`src/rtl/isr_pipe.sv`:
```
// Iterative restoring integer square root that resolves BITS_PER_CYCLE root bits per falling edge. Result after N = WIDTH/(2*BITS_PER_CYCLE) edges.
// start is accepted only in IDLE/DONE (ignored while busy). Defining ISR_ROUND_EN makes result round to nearest; remainder stays the floor remainder.
module isr_pipe #(
  parameter int WIDTH          = 64,
  parameter int BITS_PER_CYCLE = 1
) (
  input  logic               clock,
  input  logic               reset,
  input  logic               start,
  input  logic [WIDTH-1:0]   value,
  output logic               busy,
  output logic               done,
  output logic [WIDTH/2-1:0] result,
  output logic [WIDTH/2:0]   remainder
);

  localparam int H  = WIDTH / 2;
  localparam int N  = H / BITS_PER_CYCLE;
  localparam int CW = $clog2(N + 1);

  typedef enum logic [1:0] {IDLE, CALC, DONE} state_t;

  state_t           state, state_nx;
  logic [WIDTH-1:0] rad, rad_nx;
  logic [H-1:0]     root, root_nx;
  logic [H+1:0]     rem, rem_nx;
  logic [CW-1:0]    cnt, cnt_nx;
  logic             busy_nx, done_nx;
  logic [H-1:0]     result_nx;
  logic [H:0]       remainder_nx;

  logic [WIDTH-1:0] s_rad;
  logic [H-1:0]     s_root;
  logic [H+1:0]     s_rem, s_trial;
  logic [H-1:0]     rnd_root;

  // Unrolled restoring steps; radicand is shifted left so the next pair is always at the top.
  always_comb begin
    s_rad   = rad;
    s_root  = root;
    s_rem   = rem;
    s_trial = '0;
    for (int i = 0; i < BITS_PER_CYCLE; i++) begin
      s_rem   = {s_rem[H-1:0], s_rad[WIDTH-1 -: 2]};
      s_trial = {s_root, 2'b01};
      if (s_rem >= s_trial) begin
        s_rem  = s_rem - s_trial;
        s_root = {s_root[H-2:0], 1'b1};
      end else begin
        s_root = {s_root[H-2:0], 1'b0};
      end
      s_rad = {s_rad[WIDTH-3:0], 2'b00};
    end
  end

`ifdef ISR_ROUND_EN
  assign rnd_root = ((s_rem > {2'b00, s_root}) && !(&s_root)) ? s_root + H'(1) : s_root;
`else
  assign rnd_root = s_root;
`endif

  always_comb begin
    state_nx     = state;
    rad_nx       = rad;
    root_nx      = root;
    rem_nx       = rem;
    cnt_nx       = cnt;
    busy_nx      = busy;
    done_nx      = done;
    result_nx    = result;
    remainder_nx = remainder;
    case (state)
      IDLE, DONE: begin
        if (start) begin
          rad_nx   = value;
          root_nx  = '0;
          rem_nx   = '0;
          cnt_nx   = CW'(N);
          busy_nx  = 1'b1;
          done_nx  = 1'b0;
          state_nx = CALC;
        end
      end
      CALC: begin
        rad_nx  = s_rad;
        root_nx = s_root;
        rem_nx  = s_rem;
        cnt_nx  = cnt - CW'(1);
        if (cnt == CW'(1)) begin
          result_nx    = rnd_root;
          remainder_nx = s_rem[H:0];
          busy_nx      = 1'b0;
          done_nx      = 1'b1;
          state_nx     = DONE;
        end
      end
      default: state_nx = IDLE;
    endcase
  end

  always_ff @(negedge clock) begin
    if (reset) begin
      state     <= IDLE;
      rad       <= '0;
      root      <= '0;
      rem       <= '0;
      cnt       <= '0;
      busy      <= 1'b0;
      done      <= 1'b0;
      result    <= '0;
      remainder <= '0;
    end else begin
      state     <= state_nx;
      rad       <= rad_nx;
      root      <= root_nx;
      rem       <= rem_nx;
      cnt       <= cnt_nx;
      busy      <= busy_nx;
      done      <= done_nx;
      result    <= result_nx;
      remainder <= remainder_nx;
    end
  end

endmodule
```
`config.mk`:
```
export PLATFORM = sky130hd
export DESIGN_NAME = isr_pipe
export DESIGN_NICKNAME = d
export VERILOG_FILES = /design/src/rtl/isr_pipe.sv
export SDC_FILE = /design/constraint.sdc
export NUM_CORES = 1
export LEC_CHECK = 0
export CAP_MARGIN = 30
export CORE_ASPECT_RATIO = 0.8
export CORE_UTILIZATION = 45
export DETAILED_ROUTE_END_ITERATION = 6
export PLACE_DENSITY = 0.77
export SLEW_MARGIN = 25
export SYNTH_ARGS = -nofsm -noshare
export SYNTH_HDL_FRONTEND = slang
export SYNTH_SLANG_ARGS = --single-unit
```
`constraint.sdc`:
```
create_clock -name clock -period 2.9 [get_ports clock]
set_input_delay 0.435 -clock clock [delete_from_list [all_inputs] [get_ports clock]]
set_output_delay 0.435 -clock clock [all_outputs]
set_load 0.01 [all_outputs]
```
==> results of run 1 <==
==> path summary, 6_finish.rpt <==
kind	startpoint	endpoint	slack, ns	cells after the start
min reg2reg	rad[23]	rad[23]	0.45	2
max	remainder[1]	remainder[1]	-0.04	1
max reg2reg	root[6]	remainder[31]	0.07	11
min	rad[23]	rad[23]	0.45	2
==> repair_timing <==
action,4_1_cts,5_1_grt
resized for setup,406,23
setup endpoints to repair,70,116
pin swaps,1,7
buffers inserted,4,11
==> layer usage <==
| layer | global-route usage, % | up-vias | part of all wire (%) |
|---|---|---|---|
| met4 | 8.99 | 0 | 2.2 |
| met1 | 33.4 | 4713 | 46 |
| li1 | - | 4919 | - |
| met2 | 39.1 | 324 | 46 |
| met3 | 7.93 | 50 | 5.9 |
| met5 | 0 | - | 0 |
==> logic make-up after synthesis <==
kind of cell	Yosys count
compound gates	383
xor+xnor	26
fa+ha+maj	36
buf+inv	131
flops	203
mux	33
simple gates	367
==> worst min-delay path, cell delays in order, from the launching register on <==
cell and delay [ns]:
sky130_fd_sc_hd__dfxtp_1 0.30, sky130_fd_sc_hd__nand2_1 0.05, sky130_fd_sc_hd__a21oi_1 0.05
==> per-stage QoR <==
step / power (W) / utilization (%) / setup TNS [ns]
floorplan: 0.00789 / - / -0.0134
global placement: 0.00986 / 56.7 / -41.13
detailed placement: 0.00991 / 56.7 / -45.72
CTS: 0.0139 / 65.0 / -0.258
global route: 0.0151 / 65.9 / -1.76
finish: 0.0141 / 65.9 / -0.111
==> sequential cells by signal, summed over array words and instances (netlist names) <==
name       flops
rad           64
busy           1
remainder     33
cnt            6
result        32
root          32
state          2
done           1
rem           32
==> cells in the final DEF, fill, tap and decap left out, types with 4 or more instances in the layout <==
cell                                n
sky130_fd_sc_hd__a21o_1            12
sky130_fd_sc_hd__nor4_1             7
sky130_fd_sc_hd__o211ai_1           6
sky130_fd_sc_hd__or3_1              4
sky130_fd_sc_hd__nand3_1           11
sky130_fd_sc_hd__buf_12            12
sky130_fd_sc_hd__a22oi_1           96
sky130_fd_sc_hd__nand4_1           10
sky130_fd_sc_hd__o21bai_1           4
sky130_fd_sc_hd__nand2b_1           7
sky130_fd_sc_hd__a31oi_1            4
sky130_fd_sc_hd__dfxtp_1          135
sky130_fd_sc_hd__bufinv_16          5
sky130_fd_sc_hd__mux2i_1           27
sky130_fd_sc_hd__a21oi_1          138
sky130_fd_sc_hd__xnor2_1           15
sky130_fd_sc_hd__o21a_1             4
sky130_fd_sc_hd__xor2_1            11
sky130_fd_sc_hd__nand2_1          191
sky130_fd_sc_hd__inv_1            250
sky130_fd_sc_hd__clkbuf_16         22
sky130_fd_sc_hd__buf_4             95
sky130_fd_sc_hd__clkdlybuf4s50_1   65
sky130_fd_sc_hd__o21ai_0           51
sky130_fd_sc_hd__inv_4              4
sky130_fd_sc_hd__and3_1             4
sky130_fd_sc_hd__nor2_1           104
sky130_fd_sc_hd__a211oi_1          31
sky130_fd_sc_hd__dfxtp_2           68
sky130_fd_sc_hd__ha_1              31
sky130_fd_sc_hd__mux2_2             6
sky130_fd_sc_hd__buf_6             67
sky130_fd_sc_hd__nor3b_1            7
==> power by group through the flow <==
stage / sequential [W] / clock, W / combinational [W]
floorplan: 0.00315 / 0.000425 / 0.00432
global placement: 0.00317 / 0.000425 / 0.00627
detailed placement: 0.00318 / 0.000425 / 0.00630
CTS: 0.00315 / 0.00432 / 0.00642
global route: 0.00317 / 0.00466 / 0.00724
finish: 0.00316 / 0.00423 / 0.00672
==> layout make-up <==
| cell class | count | area (sq um) |
|---|---|---|
| timing repair buffer | 239 | 2360 |
| tap | 269 | 337 |
| multi-input combinational | 845 | 5170 |
| fill | 1742 | 7090 |
| clock inverter | 221 | 997 |
| sequential | 203 | 4150 |
| inverter | 44 | 165 |
| clock buffer | 22 | 551 |
==> results_tabular.tex, run 1 <==
\begin{tabular}{lr}
\hline
Metric & Value \\
\hline
\multicolumn{2}{l}{\textbf{Clock tree}} \\
\quad CTS tree & yes \\
\quad Worst-Skew Late Latency & 0.59 ns \\
\quad Clock slew at the register clock pins of the worst setup and hold paths & 0.05 ns \\
\quad Total clock sinks & 203 \\
\quad CTS Hold Buffers Added & 0 \\
\quad Number of H-tree levels & 1 \\
\quad Cell at the root of the clock tree & sky130\_fd\_sc\_hd\_\_clkbuf\_16 \\
\quad Number of buffers inserted during clock tree synthesis & 22 \\
\quad Number of buffers on the longest clock path & 3 \\
\multicolumn{2}{l}{\textbf{Hold path}} \\
\quad Min-Delay Path Class & flip-flop to flip-flop \\
\multicolumn{2}{l}{\textbf{Setup path}} \\
\quad Nature of the critical path endpoint & output port \\
\quad Crit path kind & flip-flop to output port \\
\quad CP peak stage delay & 0.35 ns \\
\quad Arrival time of the worst setup path & 2.50 ns \\
\quad WP buf/inv & 1 \\
\quad Critical Path, Cell by Cell & buf\_6 \\
\quad Kind of cell adding the most delay to the critical path & flip-flops \\
\quad Critical Path Fanout Max & 2 \\
\quad Slowest stage cell, crit path & sky130\_fd\_sc\_hd\_\_dfxtp\_2 \\
\quad CP Launch Type & flip-flop \\
\quad Worst path required time & 2.47 ns \\
\multicolumn{2}{l}{\textbf{Cells and area}} \\
\quad Non-Filler Instances & 1843 \\
\quad Non-Filler Cell Area, Final & 13700 sq um \\
\quad Post-layout nets & 1661 \\
\quad Fraction of layout cells with a size suffix above 1 & 20.3\% \\
\quad Area growth, synth to finish & 42.5\% \\
\quad Number of antenna repair diodes & 0 \\
\multicolumn{2}{l}{\textbf{Placement}} \\
\quad Final HPWL from detailed placement & 18300 um \\
\quad Input/output buffers & 133 \\
\quad Post-Place Worst Slack & -0.406 ns \\
\quad Placed instance area & 11800 sq um \\
\quad Placed cells & 1586 \\
\quad Final RePlAce weighted congestion & 0.916 \\
\multicolumn{2}{l}{\textbf{Run status}} \\
\quad Result of the run & complete, but fails checks \\
\quad Failing checks & DRC, setup timing \\
\multicolumn{2}{l}{\textbf{Detailed routing}} \\
\quad Post-route antenna net violation count & 0 \\
\quad Router iterations before antenna repair & 7 \\
\quad Drc violations & 14 \\
\quad Routed length per placed instance & 15.6 um \\
\quad Total vias in the final route & 10000 \\
\quad Starting DRT DRC Count & 883 \\
\quad Detailed Route WL & 28700 um \\
\quad Detail-routed via count per cell & 5.43 \\
\multicolumn{2}{l}{\textbf{Yosys}} \\
\quad Cells after synthesis & 1179 \\
\quad Synth Warn \# & 0 \\
\quad Ranking of synthesized cells by instance count & sky130\_fd\_sc\_hd\_\_dfxtp\_1, sky130\_fd\_sc\_hd\_\_nand2\_1, sky130\_fd\_sc\_hd\_\_a21oi\_1 \\
\quad Number of enable-type register cells in the synthesized netlist & 0 \\
\quad Seq/Total Area, Yosys & 42.2\% \\
\quad Biggest area contributors in the synthesized netlist & sky130\_fd\_sc\_hd\_\_dfxtp\_1, sky130\_fd\_sc\_hd\_\_a22oi\_1, sky130\_fd\_sc\_hd\_\_nand2\_1 \\
\quad Largest area contributor in the netlist & sky130\_fd\_sc\_hd\_\_dfxtp\_1 \\
\quad Area fraction of the dominant cell type after synthesis & 42.2\% \\
\quad Count of state elements after synthesis & 203 \\
\quad Synthesized area per cell & 8.17 sq um \\
\quad Most frequently used cell type in the post-synthesis netlist & sky130\_fd\_sc\_hd\_\_dfxtp\_1 \\
\quad Share of synthesized cell area in and, or, nand and nor gates & 16.3\% \\
\quad Fraction of synthesis flops using an asynchronous set or reset pin & 0\% \\
\quad Cell Area, Synth & 9630 sq um \\
\quad Post-Synth XOR/XNOR Area & 2.36\% \\
\quad Post-Synthesis Net Count & 1282 \\
\quad Adder-cell area share of the yosys netlist & 4.68\% \\
\quad Main combinational cell family by area after synthesis & compound AO/OA/AOI/OAI gates \\
\quad Fraction of the mapped netlist area in compound gates & 25.4\% \\
\quad Primary FF master, synth & sky130\_fd\_sc\_hd\_\_dfxtp\_1 \\
\quad Unique cell type count in the Yosys netlist & 56 \\
\quad Portion of netlist area occupied by mux cells & 3.51\% \\
\multicolumn{2}{l}{\textbf{Timing}} \\
\quad Unrepaired setup endpoints after global routing & true \\
\quad Number of hold violations in the final report & 0 \\
\quad Tightest Pin Transition & 0.712 ns \\
\quad Fin worst setup slack & -0.0394 ns \\
\quad Final setup violation count & 13 \\
\quad Max Slew Vio Count & 0 \\
\quad Clock tree skew after final layout & 0.0268 ns \\
\quad WHS & 0.450 ns \\
\quad Worst slew margin relative to its limit & 52.5\% \\
\multicolumn{2}{l}{\textbf{Global routing}} \\
\quad First-pass GRT wire length & 45900 um \\
\quad Sum of overflow across all layers after global routing & 0 \\
\quad GRT Overall Usage & 25.4\% \\
\quad Maximum number of pins on one net before global-route repair & 65 \\
\quad Number of global-route vias before repair & 9843 \\
\quad Antenna violations before repair & 0 \\
\multicolumn{2}{l}{\textbf{Floorplan}} \\
\quad Count of pins on the block boundary & 134 \\
\quad Horizontal die dimension & 166 um \\
\quad Die boundary height & 133 um \\
\quad Standard-cell rows & 47 \\
\quad Initial standard-cell utilization of the core & 46.3\% \\
\quad Floorplan die area & 22000 sq um \\
\quad Area of the core & 20800 sq um \\
\multicolumn{2}{l}{\textbf{Power and ir drop}} \\
\quad Comb power frac & 47.6\% \\
\quad Power per unit of standard cell area & 1030 nW/um\^{}2 \\
\quad Power Internal & 0.00830 W \\
\quad Peak supply drop & 1.15 mV \\
\quad Register share of total power & 22.4\% \\
\quad Psw & 0.00580 W \\
\quad Leakage Power & 6.23 nW \\
\quad Clock group share of total power & 30.0\% \\
\quad Switch share & 41.1\% \\
\multicolumn{2}{l}{\textbf{Job}} \\
\quad Max-cap check violation count & 0 \\
\hline
\end{tabular}
No activity file was read; power rests on OpenSTA's default activity.
==> inputs of run 2 (changes only) <==
--- a/config.mk
+++ b/config.mk
@@ -7,9 +7,10 @@
 export LEC_CHECK = 0
 export CAP_MARGIN = 30
 export CORE_ASPECT_RATIO = 0.8
-export CORE_UTILIZATION = 45
+export CORE_UTILIZATION = 50
 export DETAILED_ROUTE_END_ITERATION = 6
-export PLACE_DENSITY = 0.77
+export GPL_TIMING_DRIVEN = 0
+export PLACE_DENSITY = 0.83
 export SLEW_MARGIN = 25
 export SYNTH_ARGS = -nofsm -noshare
 export SYNTH_HDL_FRONTEND = slang
==> results_tabular.tex, run 2 (same netlist as run 1, synthesis figures left out) <==
\begin{tabular}{lr}
\hline
Metric & Value \\
\hline
\multicolumn{2}{l}{\textbf{Run status}} \\
\quad Result of the run & complete, but fails checks \\
\quad Failing checks & setup timing \\
\multicolumn{2}{l}{\textbf{Setup path}} \\
\quad Worst reg2reg endpoint & remainder[2] \\
\quad Slowest stage cell, crit path & sky130\_fd\_sc\_hd\_\_dfxtp\_2 \\
\quad Cell depth of the worst flop-to-flop path & 12 (+1) \\
\quad WP buf/inv & 3 (+2) \\
\quad Arrival time of the worst setup path & 4.86 ns (+2.36 ns) \\
\quad Critical Path, Cell by Cell & inv\_1 > ha\_4 > nand2\_1 > a211oi\_2 > o21ai\_2 > a41o\_1 > a2bb2oi\_4 > a21o\_1 > buf\_12 > clkbuf\_16 > mux2i\_4 > a211oi\_2 \\
\quad Kind of cell adding the most delay to the critical path & compound AO/OA/AOI/OAI gates \\
\quad CP Launch Type & flip-flop \\
\quad Reg2reg start & root[11] \\
\quad CP peak stage delay & 0.36 ns (about the same) \\
\quad Critical Path Fanout Max & 7 (+5) \\
\quad Nature of the critical path endpoint & flip-flop \\
\quad Worst path required time & 4.79 ns (+2.32 ns) \\
\quad Most frequent cell on the critical path & sky130\_fd\_sc\_hd\_\_a211oi\_2 \\
\quad Flop-to-flop setup slack & -0.07 ns (-0.14 ns) \\
\quad Crit path kind & flip-flop to flip-flop \\
\multicolumn{2}{l}{\textbf{Global routing}} \\
\quad First-pass GRT wire length & 49000 um (+6.8\%) \\
\quad Maximum number of pins on one net before global-route repair & 14 (-78\%) \\
\quad GRT Overall Usage & 30.8\% (+5.3 points) \\
\quad Sum of overflow across all layers after global routing & 0 (unchanged) \\
\quad Antenna violations before repair & 1 (+1) \\
\quad Number of global-route vias before repair & 10200 (+4.0\%) \\
\multicolumn{2}{l}{\textbf{Timing}} \\
\quad Fin worst setup slack & -0.0678 ns (-0.0284 ns) \\
\quad Unrepaired setup endpoints after global routing & true \\
\quad Shortest clock period the worst path allows after layout & 2.97 ns \\
\quad Number of hold violations in the final report & 0 (unchanged) \\
\quad Clock tree skew after final layout & 0.0524 ns (+0.0256 ns) \\
\quad Tightest Pin Transition & 0.808 ns (+0.0959 ns) \\
\quad Final setup violation count & 55 (+42) \\
\quad Max Slew Vio Count & 0 (unchanged) \\
\quad Max Clock Freq & 337 MHz \\
\quad Fin crit share & 102\% \\
\quad Worst slew margin relative to its limit & 45.9\% (-6.6 points) \\
\multicolumn{2}{l}{\textbf{Cells and area}} \\
\quad Core Util, Final & 73.8\% (+7.9 points) \\
\quad Area growth, synth to finish & 45.0\% \\
\quad Post-layout nets & 1678 (+1.0\%) \\
\quad Non-Filler Instances & 1850 (+0.38\%) \\
\quad Fraction of layout cells with a size suffix above 1 & 22.5\% (+2.2 points) \\
\quad Flip-flop count of the largest register, all copies and words added & 64 (unchanged) \\
\quad Register containing the most flip-flops in the final layout & rad \\
\quad Commonest non-fill, non-tap cell in the layout & sky130\_fd\_sc\_hd\_\_inv\_1 \\
\quad Highest-count cells in the layout ignoring fill and taps & sky130\_fd\_sc\_hd\_\_inv\_1, sky130\_fd\_sc\_hd\_\_nand2\_1, sky130\_fd\_sc\_hd\_\_a21oi\_1 \\
\quad Largest regs & rad x64, remainder x33 \\
\multicolumn{2}{l}{\textbf{Placement}} \\
\quad Input/output buffers & 132 (-0.75\%) \\
\quad Final RePlAce weighted congestion & 0.936 (+2.1\%) \\
\quad Placed cells & 1569 (-1.1\%) \\
\quad Final HPWL from detailed placement & 20400 um (+11\%) \\
\multicolumn{2}{l}{\textbf{Hold path}} \\
\quad Worst hold path stage count & 2 (unchanged) \\
\quad Hold Path Origin & rad[31] \\
\quad Hold endpoint & rad[31] \\
\quad Min-Delay Path Class & flip-flop to flip-flop \\
\multicolumn{2}{l}{\textbf{Detailed routing}} \\
\quad Total vias in the final route & 11100 (+11\%) \\
\quad Detailed Route WL & 34700 um (+21\%) \\
\quad Routed length per placed instance & 18.8 um (+21\%) \\
\quad Starting DRT DRC Count & 1378 (+56\%) \\
\quad Detail-routed via count per cell & 5.98 (+10\%) \\
\quad Drc violations & 0 (-14) \\
\quad Post-route antenna net violation count & 0 (unchanged) \\
\quad Router iterations before antenna repair & 6 (-1) \\
\multicolumn{2}{l}{\textbf{Power and ir drop}} \\
\quad Psw & 0.00681 W (+17\%) \\
\quad Leakage Power & 6.12 nW (-1.7\%) \\
\quad Peak supply drop & 0.920 mV (-20\%) \\
\quad Register share of total power & 20.0\% (-2.4 points) \\
\quad Power per unit of standard cell area & 1150 nW/um\^{}2 (+12\%) \\
\quad Switch share & 42.6\% (+1.4 points) \\
\quad Power Internal & 0.00919 W (+11\%) \\
\quad Clock group share of total power & 26.9\% (-3.1 points) \\
\quad Comb power frac & 53.1\% (+5.5 points) \\
\multicolumn{2}{l}{\textbf{Floorplan}} \\
\quad Initial standard-cell utilization of the core & 50.9\% (+4.6 points) \\
\quad Standard-cell rows & 45 (-4.3\%) \\
\quad Horizontal die dimension & 157 um (-5.1\%) \\
\quad Floorplan die area & 19800 sq um (-9.9\%) \\
\quad Die boundary height & 126 um (-5.1\%) \\
\quad Area of the core & 18900 sq um (-9.1\%) \\
\quad Count of pins on the block boundary & 134 (unchanged) \\
\multicolumn{2}{l}{\textbf{Clock tree}} \\
\quad Number of buffers on the longest clock path & 3 (unchanged) \\
\quad Number of buffers inserted during clock tree synthesis & 23 (+4.5\%) \\
\quad Clock slew at the register clock pins of the worst setup and hold paths & 0.05 ns (about the same) \\
\quad CTS Hold Buffers Added & 0 (unchanged) \\
\quad Worst-Skew Late Latency & 0.62 ns (+0.03 ns) \\
\quad Number of H-tree levels & 1 (unchanged) \\
\quad Total clock sinks & 203 (unchanged) \\
\quad Cell at the root of the clock tree & sky130\_fd\_sc\_hd\_\_clkbuf\_16 \\
\quad CTS tree & yes \\
\multicolumn{2}{l}{\textbf{Job}} \\
\quad Max-cap check violation count & 0 (unchanged) \\
\hline
\end{tabular}
## run 2: power groups by stage
stage | clock network [W] | logic (W) | registers (W)
5_1_grt | 0.00467 | 0.00887 | 0.00322
3_5_place_dp | 0.000425 | 0.00566 | 0.00318
2_1_floorplan | 0.000425 | 0.00432 | 0.00315
6_report | 0.00430 | 0.00850 | 0.00320
4_1_cts | 0.00429 | 0.00635 | 0.00316
3_3_place_gp | 0.000425 | 0.00562 | 0.00317
## run 2: worst max path at each step
| stage | to | cells after the start | slack [ns] | start |
|---|---|---|---|---|
| floorplan | rem[10] | 6 | -0.0007 | start |
| global placement | rem[4] | 7 | -1.18 | start |
| detailed placement | rem[0] | 7 | -1.21 | start |
| CTS | remainder[1] | 1 | -0.05 | remainder[1] |
| global route | remainder[2] | 13 | -0.09 | root[9] |
| finish | remainder[2] | 12 | -0.07 | root[11] |
## run 2: final cells by class
cell class | instances | area (sq um)
multi-input combinational | 845 | 5530
fill | 1306 | 4950
sequential | 203 | 4180
timing repair buffer | 172 | 1760
clock inverter | 221 | 960
clock buffer | 23 | 576
buffer | 83 | 470
tap | 258 | 323
inverter | 44 | 165
antenna | 1 | 2.50
## run 2: layer usage
| metal | vias to the layer above | GRT usage [%] | part of all wire [%] |
|---|---|---|---|
| li1 | 4975 | - | - |
| met1 | 5168 | 40.0 | 40 |
| met2 | 745 | 47.3 | 45 |
| met3 | 170 | 8.60 | 10 |
| met4 | 0 | 14.2 | 4.7 |
| met5 | - | 0 | 0 |
## run 2: what timing repair did
item | 4_1_cts | 5_1_grt
gates cloned | 0 | 3
endpoints found under the setup margin | 225 | 212
resized for setup | 450 | 123
setup buffers | 15 | 22
hold endpoints to repair | 0 | 0
pin swaps | 3 | 12
## run 2: per-stage QoR
step / setup TNS [ns] / hold WS [ns] / setup slack, ns / instance area, sq um / power [W]
floorplan: -0.0134 / 0.437 / -0.000719 / 9650 / 0.00789
global placement: -128.15 / 0.442 / -1.18 / 11300 / 0.00922
detailed placement: -135.14 / 0.447 / -1.21 / 11300 / 0.00927
CTS: -0.494 / 0.452 / -0.0516 / 13300 / 0.0138
global route: -3.87 / 0.472 / -0.0876 / 14000 / 0.0168
finish: -1.14 / 0.452 / -0.0678 / 14000 / 0.0160
## run 2: worst reg2reg max path, stage by stage, from the launching register on
cell,delay [ns]
sky130_fd_sc_hd__dfxtp_2,0.36
sky130_fd_sc_hd__inv_1,0.10
sky130_fd_sc_hd__ha_4,0.32
sky130_fd_sc_hd__nand2_1,0.15
sky130_fd_sc_hd__a211oi_2,0.28
sky130_fd_sc_hd__o21ai_2,0.13
sky130_fd_sc_hd__a41o_1,0.30
sky130_fd_sc_hd__a2bb2oi_4,0.24
sky130_fd_sc_hd__a21o_1,0.19
sky130_fd_sc_hd__buf_12,0.16
sky130_fd_sc_hd__clkbuf_16,0.18
sky130_fd_sc_hd__mux2i_4,0.29
sky130_fd_sc_hd__a211oi_2,0.12
